==> src/rtl/uart_pkg.sv <==
// -----------------------------------------------------------------------------
// uart_pkg
// Shared definitions for the UART transmit and receive stages.
//   - Width constants for the run-time configuration ports.
//   - FSM state encoding, common to uart_trans and uart_recv.
//   - Helpers that normalise the frame format and mask unused data bits.
// -----------------------------------------------------------------------------
package uart_pkg;

   localparam int unsigned CLK_FREQ_W = 26;
   localparam int unsigned BAUD_W     = 20;
   localparam int unsigned CPB_W      = 14;
   localparam int unsigned DATA_W     = 8;

   typedef enum logic [2:0] {
      IDLE      = 3'b000,
      START_BIT = 3'b001,
      DATA_BITS = 3'b010,
      STOP_BITS = 3'b011,
      CLEAN_UP  = 3'b100
   } uart_state_e;

   // Unsupported data-bit counts fall back to a full byte.
   function automatic logic [3:0] eff_data_bits(input logic [3:0] req);
      if (req >= 4'd5 && req <= 4'd8) begin
         return req;
      end
      return 4'd8;
   endfunction

   // Zero every bit at or above position nbits (nbits is 5..8).
   function automatic logic [DATA_W-1:0] mask_data(input logic [DATA_W-1:0] data,
                                                    input logic [3:0]        nbits);
      logic [DATA_W-1:0] mask;
      mask = 8'hFF >> (4'd8 - nbits);
      return data & mask;
   endfunction

endpackage

==> src/rtl/uart_sync2.sv <==
// -----------------------------------------------------------------------------
// uart_sync2
// Two-flop synchronizer for the asynchronous serial line. Both flops reset to 1
// so an idle-high line does not look like a start edge coming out of reset.
// Ports:
//   clk    - system clock
//   rst_n  - asynchronous active-low reset
//   d      - asynchronous input
//   q      - synchronized output, 2 cycles of latency
// -----------------------------------------------------------------------------
module uart_sync2 (
   input  logic clk,
   input  logic rst_n,
   input  logic d,
   output logic q
);

   logic meta;

   always_ff @(posedge clk or negedge rst_n) begin
      if (!rst_n) begin
         meta <= 1'b1;
         q    <= 1'b1;
      end else begin
         meta <= d;
         q    <= meta;
      end
   end

endmodule

==> src/rtl/uart_recv.sv <==
// -----------------------------------------------------------------------------
// uart_recv
// UART receive stage. Recovers start, data (5..8, LSB first) and stop (1 or 2)
// bits from the serial line, sampling at bit centres, and presents each good
// character on RX_BYTE with a one-cycle RX_DV strobe. A low stop bit produces a
// one-cycle RX_Frame_Err strobe instead and leaves RX_BYTE untouched.
// Ports:
//   clk, rst_n    - system clock, asynchronous active-low reset
//   clk_freq      - system clock frequency in Hz
//   uart_baud     - bit rate; clocks per bit = clk_freq / uart_baud (truncated)
//   data_bits_rx  - data bits per frame (5..8, anything else means 8)
//   stop_bits_rx  - stop bits (2 means two, anything else means one)
//   RX_serial     - asynchronous serial input, idle high
//   RX_BYTE       - last good character, unused upper bits zero
//   RX_DV         - one-cycle strobe, RX_BYTE newly valid
//   RX_Frame_Err  - one-cycle strobe, a stop bit was sampled low
//   RX_Active     - high from start-bit confirmation until CLEAN_UP
// -----------------------------------------------------------------------------
module uart_recv
   import uart_pkg::*;
(
   input  logic                  clk,
   input  logic                  rst_n,
   input  logic [CLK_FREQ_W-1:0] clk_freq,
   input  logic [BAUD_W-1:0]     uart_baud,
   input  logic [3:0]            data_bits_rx,
   input  logic [1:0]            stop_bits_rx,
   input  logic                  RX_serial,
   output logic [DATA_W-1:0]     RX_BYTE,
   output logic                  RX_DV,
   output logic                  RX_Frame_Err,
   output logic                  RX_Active
);

   // ---------------------------------------------------------------------------
   // Line synchronization and edge history
   // ---------------------------------------------------------------------------
   logic rx_s;
   logic rx_prev;

   uart_sync2 u_sync (
      .clk   (clk),
      .rst_n (rst_n),
      .d     (RX_serial),
      .q     (rx_s)
   );

   // ---------------------------------------------------------------------------
   // Live configuration, captured into the frame registers on start detection
   // ---------------------------------------------------------------------------
   logic [CPB_W-1:0] cpb_now;
   logic [3:0]       nbits_now;
   logic             two_stop_now;

   always_comb begin
      cpb_now      = CPB_W'(clk_freq / CLK_FREQ_W'(uart_baud));
      nbits_now    = eff_data_bits(data_bits_rx);
      two_stop_now = (stop_bits_rx == 2'd2);
   end

   // ---------------------------------------------------------------------------
   // Frame state
   // ---------------------------------------------------------------------------
   uart_state_e       state;
   logic [CPB_W-1:0]  clk_cnt;
   logic [2:0]        bit_idx;
   logic              stop_idx;
   logic [CPB_W-1:0]  cpb_lat;
   logic [3:0]        nbits_lat;
   logic              two_stop_lat;
   logic [DATA_W-1:0] shreg;
   logic              stop_err;

   logic [CPB_W-1:0]  cpb_last;
   logic [CPB_W-1:0]  half_cnt;
   logic              last_data_bit;
   logic              start_edge;

   always_comb begin
      cpb_last      = cpb_lat - CPB_W'(1);
      half_cnt      = cpb_last >> 1;
      last_data_bit = ({1'b0, bit_idx} == (nbits_lat - 4'd1));
      start_edge    = rx_prev & ~rx_s;
   end

   always_ff @(posedge clk or negedge rst_n) begin
      if (!rst_n) begin
         state        <= IDLE;
         rx_prev      <= 1'b1;
         clk_cnt      <= '0;
         bit_idx      <= '0;
         stop_idx     <= 1'b0;
         cpb_lat      <= '0;
         nbits_lat    <= 4'd8;
         two_stop_lat <= 1'b0;
         shreg        <= '0;
         stop_err     <= 1'b0;
         RX_BYTE      <= '0;
         RX_DV        <= 1'b0;
         RX_Frame_Err <= 1'b0;
         RX_Active    <= 1'b0;
      end else begin
         rx_prev      <= rx_s;
         // Strobes are high only in the cycle after CLEAN_UP decides them.
         RX_DV        <= 1'b0;
         RX_Frame_Err <= 1'b0;

         case (state)
            IDLE: begin
               clk_cnt  <= '0;
               bit_idx  <= '0;
               stop_idx <= 1'b0;
               stop_err <= 1'b0;
               // Edge, not level: a line stuck low never retriggers.
               if (start_edge) begin
                  cpb_lat      <= cpb_now;
                  nbits_lat    <= nbits_now;
                  two_stop_lat <= two_stop_now;
                  state        <= START_BIT;
               end
            end

            START_BIT: begin
               if (clk_cnt == half_cnt) begin
                  clk_cnt <= '0;
                  if (!rx_s) begin
                     RX_Active <= 1'b1;
                     state     <= DATA_BITS;
                  end else begin
                     // Too short to be a start bit: drop it without a strobe.
                     state <= IDLE;
                  end
               end else begin
                  clk_cnt <= clk_cnt + CPB_W'(1);
               end
            end

            DATA_BITS: begin
               if (clk_cnt == cpb_last) begin
                  clk_cnt        <= '0;
                  shreg[bit_idx] <= rx_s;
                  if (last_data_bit) begin
                     bit_idx <= '0;
                     state   <= STOP_BITS;
                  end else begin
                     bit_idx <= bit_idx + 3'd1;
                  end
               end else begin
                  clk_cnt <= clk_cnt + CPB_W'(1);
               end
            end

            STOP_BITS: begin
               if (clk_cnt == cpb_last) begin
                  clk_cnt <= '0;
                  if (!rx_s) begin
                     stop_err <= 1'b1;
                  end
                  // stop_idx reaches two_stop_lat on the final stop sample.
                  if (stop_idx == two_stop_lat) begin
                     state <= CLEAN_UP;
                  end else begin
                     stop_idx <= 1'b1;
                  end
               end else begin
                  clk_cnt <= clk_cnt + CPB_W'(1);
               end
            end

            CLEAN_UP: begin
               if (stop_err) begin
                  RX_Frame_Err <= 1'b1;
               end else begin
                  RX_BYTE <= mask_data(shreg, nbits_lat);
                  RX_DV   <= 1'b1;
               end
               RX_Active <= 1'b0;
               stop_idx  <= 1'b0;
               stop_err  <= 1'b0;
               clk_cnt   <= '0;
               state     <= IDLE;
            end

            default: begin
               state <= IDLE;
            end
         endcase
      end
   end

endmodule

==> config.mk <==
export PLATFORM = sky130hd
export DESIGN_NAME = uart_recv
export DESIGN_NICKNAME = d
export VERILOG_FILES = /design/src/rtl/uart_pkg.sv /design/src/rtl/uart_sync2.sv /design/src/rtl/uart_recv.sv
export SDC_FILE = /design/constraint.sdc
export NUM_CORES = 1
export LEC_CHECK = 0
export CAP_MARGIN = 20
export CELL_PAD_IN_SITES_DETAIL_PLACEMENT = 0
export CELL_PAD_IN_SITES_GLOBAL_PLACEMENT = 1
export CORE_ASPECT_RATIO = 1.25
export CORE_UTILIZATION = 37
export DETAILED_ROUTE_END_ITERATION = 10
export PLACE_DENSITY_LB_ADDON = 0.1
export SLEW_MARGIN = 10
export SYNTH_ARGS = -nofsm -noshare
export SYNTH_HDL_FRONTEND = slang
export SYNTH_SLANG_ARGS = --single-unit
==> constraint.sdc <==
create_clock -name clk -period 3 [get_ports clk]
set_input_delay 0.75 -clock clk [delete_from_list [all_inputs] [get_ports clk]]
set_output_delay 0.75 -clock clk [all_outputs]
set_load 0.05 [all_outputs]
==> results_dict.tcl <==
set metrics [dict create \
    cts_sinks 63 \
    rsz0062_at_grt "true" \
    synthesis.area_um2 20900 \
    nets 4649 \
    skew_ns 0.00654 \
    fmax_mhz 20.2 \
    fill_cells 4861 \
    routed_via_density 5.48 \
    grtUsageTotal 0.303 \
    status "finished with violations" \
    core_um2 55900 \
    grt_first_pass_wirelength_mm 141 \
    synth_area_per_cell_um2 7.36 \
    start_kind "primary input" \
    critPathMostFrequentCell "a21o_1" \
    violations "setup timing" \
    period_needed_ns 49.60 \
    grt_pass1_vias 28200 \
    critical_path.max_stage_delay_ns 0.55 \
    drtIter0Drc 1075 \
    timing.hold.ws_ns 0.356 \
    finalSetupViolCount 42 \
    rows 97 \
    ys_ff_latch 63 \
    io-pin-count 66 \
    drc 0 \
    maxCapViolCount 0 \
    overflow 0 \
    path_class "in2reg" \
    grt_max_degree 64 \
    drv_slew 0 \
    post_synth_num_cell_types 98 \
    routed_wl_mm 90.8 \
    ctsRootBufferMaster "clkbuf_16" \
    crit_slowest_cell "or4_4" \
    cts.clk_slew.worst_paths_ns 0.05 \
    place_hpwl_mm 69.9 \
    yosysWarnings 0 \
    gp_congestion 0.966 \
    critical_path.max_fanout 8 \
    fin_crit_sh 16.5 \
    tightest_slew_ns 0.779 \
    async_reset_ff_frac 1.00 \
    antenna_cells 0 \
    synth_fp_nets 3231 \
    hold_violations 0 \
    vias 27400 \
    synth_flop_cell "dfrtp_1" \
    htreeDepth 3 \
    dieHeight_um 268 \
    cts_tree "yes" \
    ant_nets 0 \
    numCtsBuffers 9 \
    die_area_um2 57400 \
    max_slew_margin 0.481 \
    drive_gt1_frac 0.475 \
    clkLatencyLatePin_ns 0.35 \
    antenna_found_initial 0 \
    place_area_um2 31800 \
    area_delta_synth_final_pct 75.9 \
    syn_inst 2837 \
    clock_path_buffers 2 \
    wl_per_cell_um 18.2 \
    worstPathArrival_ns 49.81 \
    final_common_cell "buf_4" \
    port_buffers 65 \
    synth-edff-count 0 \
    die_width_um 214 \
    layout_common_cells "buf_4, nor2_1, ha_1, nand2_1, xnor2_1" \
    critical_path.endpoint_type "flop" \
    dr.pass1.iters 5 \
    hp-class "reg2reg" \
    design_area_um2 36700 \
    synth-seq-area-share 0.0758 \
    fin_ws_ns -46.60 \
    worstPathRequired_ns 3.21 \
    initial_utilization 0.373 \
]
==> synthesized netlist by cell type (all sizes together), types with 27 or more instances <==
cell	n	area share
mux2	104	0.058
clkbuf	71	0.013
xnor2	134	0.056
nor4	29	0.010
a211oi	27	0.0097
dfrtp	59	0.071
o31ai	38	0.014
and2	33	0.0099
nand3	70	0.017
o21ai	163	0.039
ha	339	0.20
a21o	86	0.031
or3	32	0.0096
a21oi	187	0.045
xor2	82	0.034
nand2	252	0.046
nor2b	46	0.014
nand2b	27	0.0081
o21a	118	0.042
o211ai	37	0.014
nor2	294	0.053
a31oi	30	0.0093
nor3	124	0.030
inv	95	0.017
==> worst paths after layout <==
check	depth (start not counted)	start	slack, ns	end
worst max-delay path	249	uart_baud[6]	-46.60	cpb_lat[0]$_DFFE_PN0P_
worst min-delay path	0	u_sync.meta$_DFF_PN1_	0.36	u_sync.q$_DFF_PN1_
worst max register to register	13	cpb_lat[1]$_DFFE_PN0P_	-0.50	shreg[2]$_DFFE_PN0P_
worst min register to register	0	u_sync.meta$_DFF_PN1_	0.36	u_sync.q$_DFF_PN1_
max in group asynchronous	2	rst_n	2.25	nbits_lat[3]$_DFFE_PN1P_
min in group asynchronous	2	rst_n	0.40	clk_cnt[12]$_DFFE_PN0P_
==> through the flow <==
step	utilization	setup TNS (ns)	setup WS [ns]	instances
after floorplan	-	-413.94	-46.50	2837
after global placement	0.568	-460.34	-49.32	4707
after detailed placement	0.568	-471.56	-50.28	4707
after CTS	0.630	-428.12	-46.04	4935
after global routing	0.656	-456.77	-48.72	5002
final	0.656	-430.49	-46.60	5002
==> critical path: cells and delay by family <==
kind                       cells  cell delay (ns)
AOI/OAI and AO/OA            142            26.47
adders and majority gates     25             6.41
buffers and inverters         21             3.38
muxes                          8             2.08
and+or+nand+nor               53            10.60
==> area by class of cell <==
type	count	area (um^2)	area share
tap	742	928	0.0253
clock inverter	5	80.1	0.00218
clock buffer	11	253	0.00688
timing repair buffer	1488	11800	0.322
sequential	63	1580	0.0431
multi-input combinational	2598	21700	0.590
inverter	95	374	0.0102
==> routing by layer <==
metal / part of all wire / vias up / wire length (um) / global-route usage
li1: - / 13500 / - / -
met2: 0.52 / 591 / 47500 / 0.594
met4: 0.054 / 0 / 4890 / 0.150
met1: 0.40 / 13100 / 36100 / 0.325
met3: 0.026 / 278 / 2350 / 0.0208
met5: 0 / - / 0 / 0
==> kinds of logic (layout without fill, tap and decap cells) <==
kind of cell    Yosys count  in the layout  synth area share
simple gates           1040           1041             0.244
buf+inv                 180           1599            0.0335
compound gates          871            874             0.283
xor+xnor                216            216            0.0906
fa+ha+maj               339            339             0.203
mux                     128            128            0.0700
flops                    63             63            0.0758
==> sequential cells by signal, summed over array words and instances, names as in the netlist <==
register and flops:
RX_DV 1, RX_BYTE 8, cpb_lat 14, u_sync.q 1, RX_Frame_Err 1, u_sync.meta 1, nbits_lat 4, state 3
two_stop_lat 1, RX_Active 1, rx_prev 1, stop_err 1, bit_idx 3, clk_cnt 14, stop_idx 1, shreg 8
==> repair_timing <==
action	CTS	global route
pin swaps	222	177
endpoints found under the setup margin	42	44
setup buffers	208	95
hold buffers	0	0
cloned	5	2
resized for setup	354	227
Power is left out: the tool's default activity adds up to more than one toggle a clock period on the data nets, which glitch-free logic cannot reach.
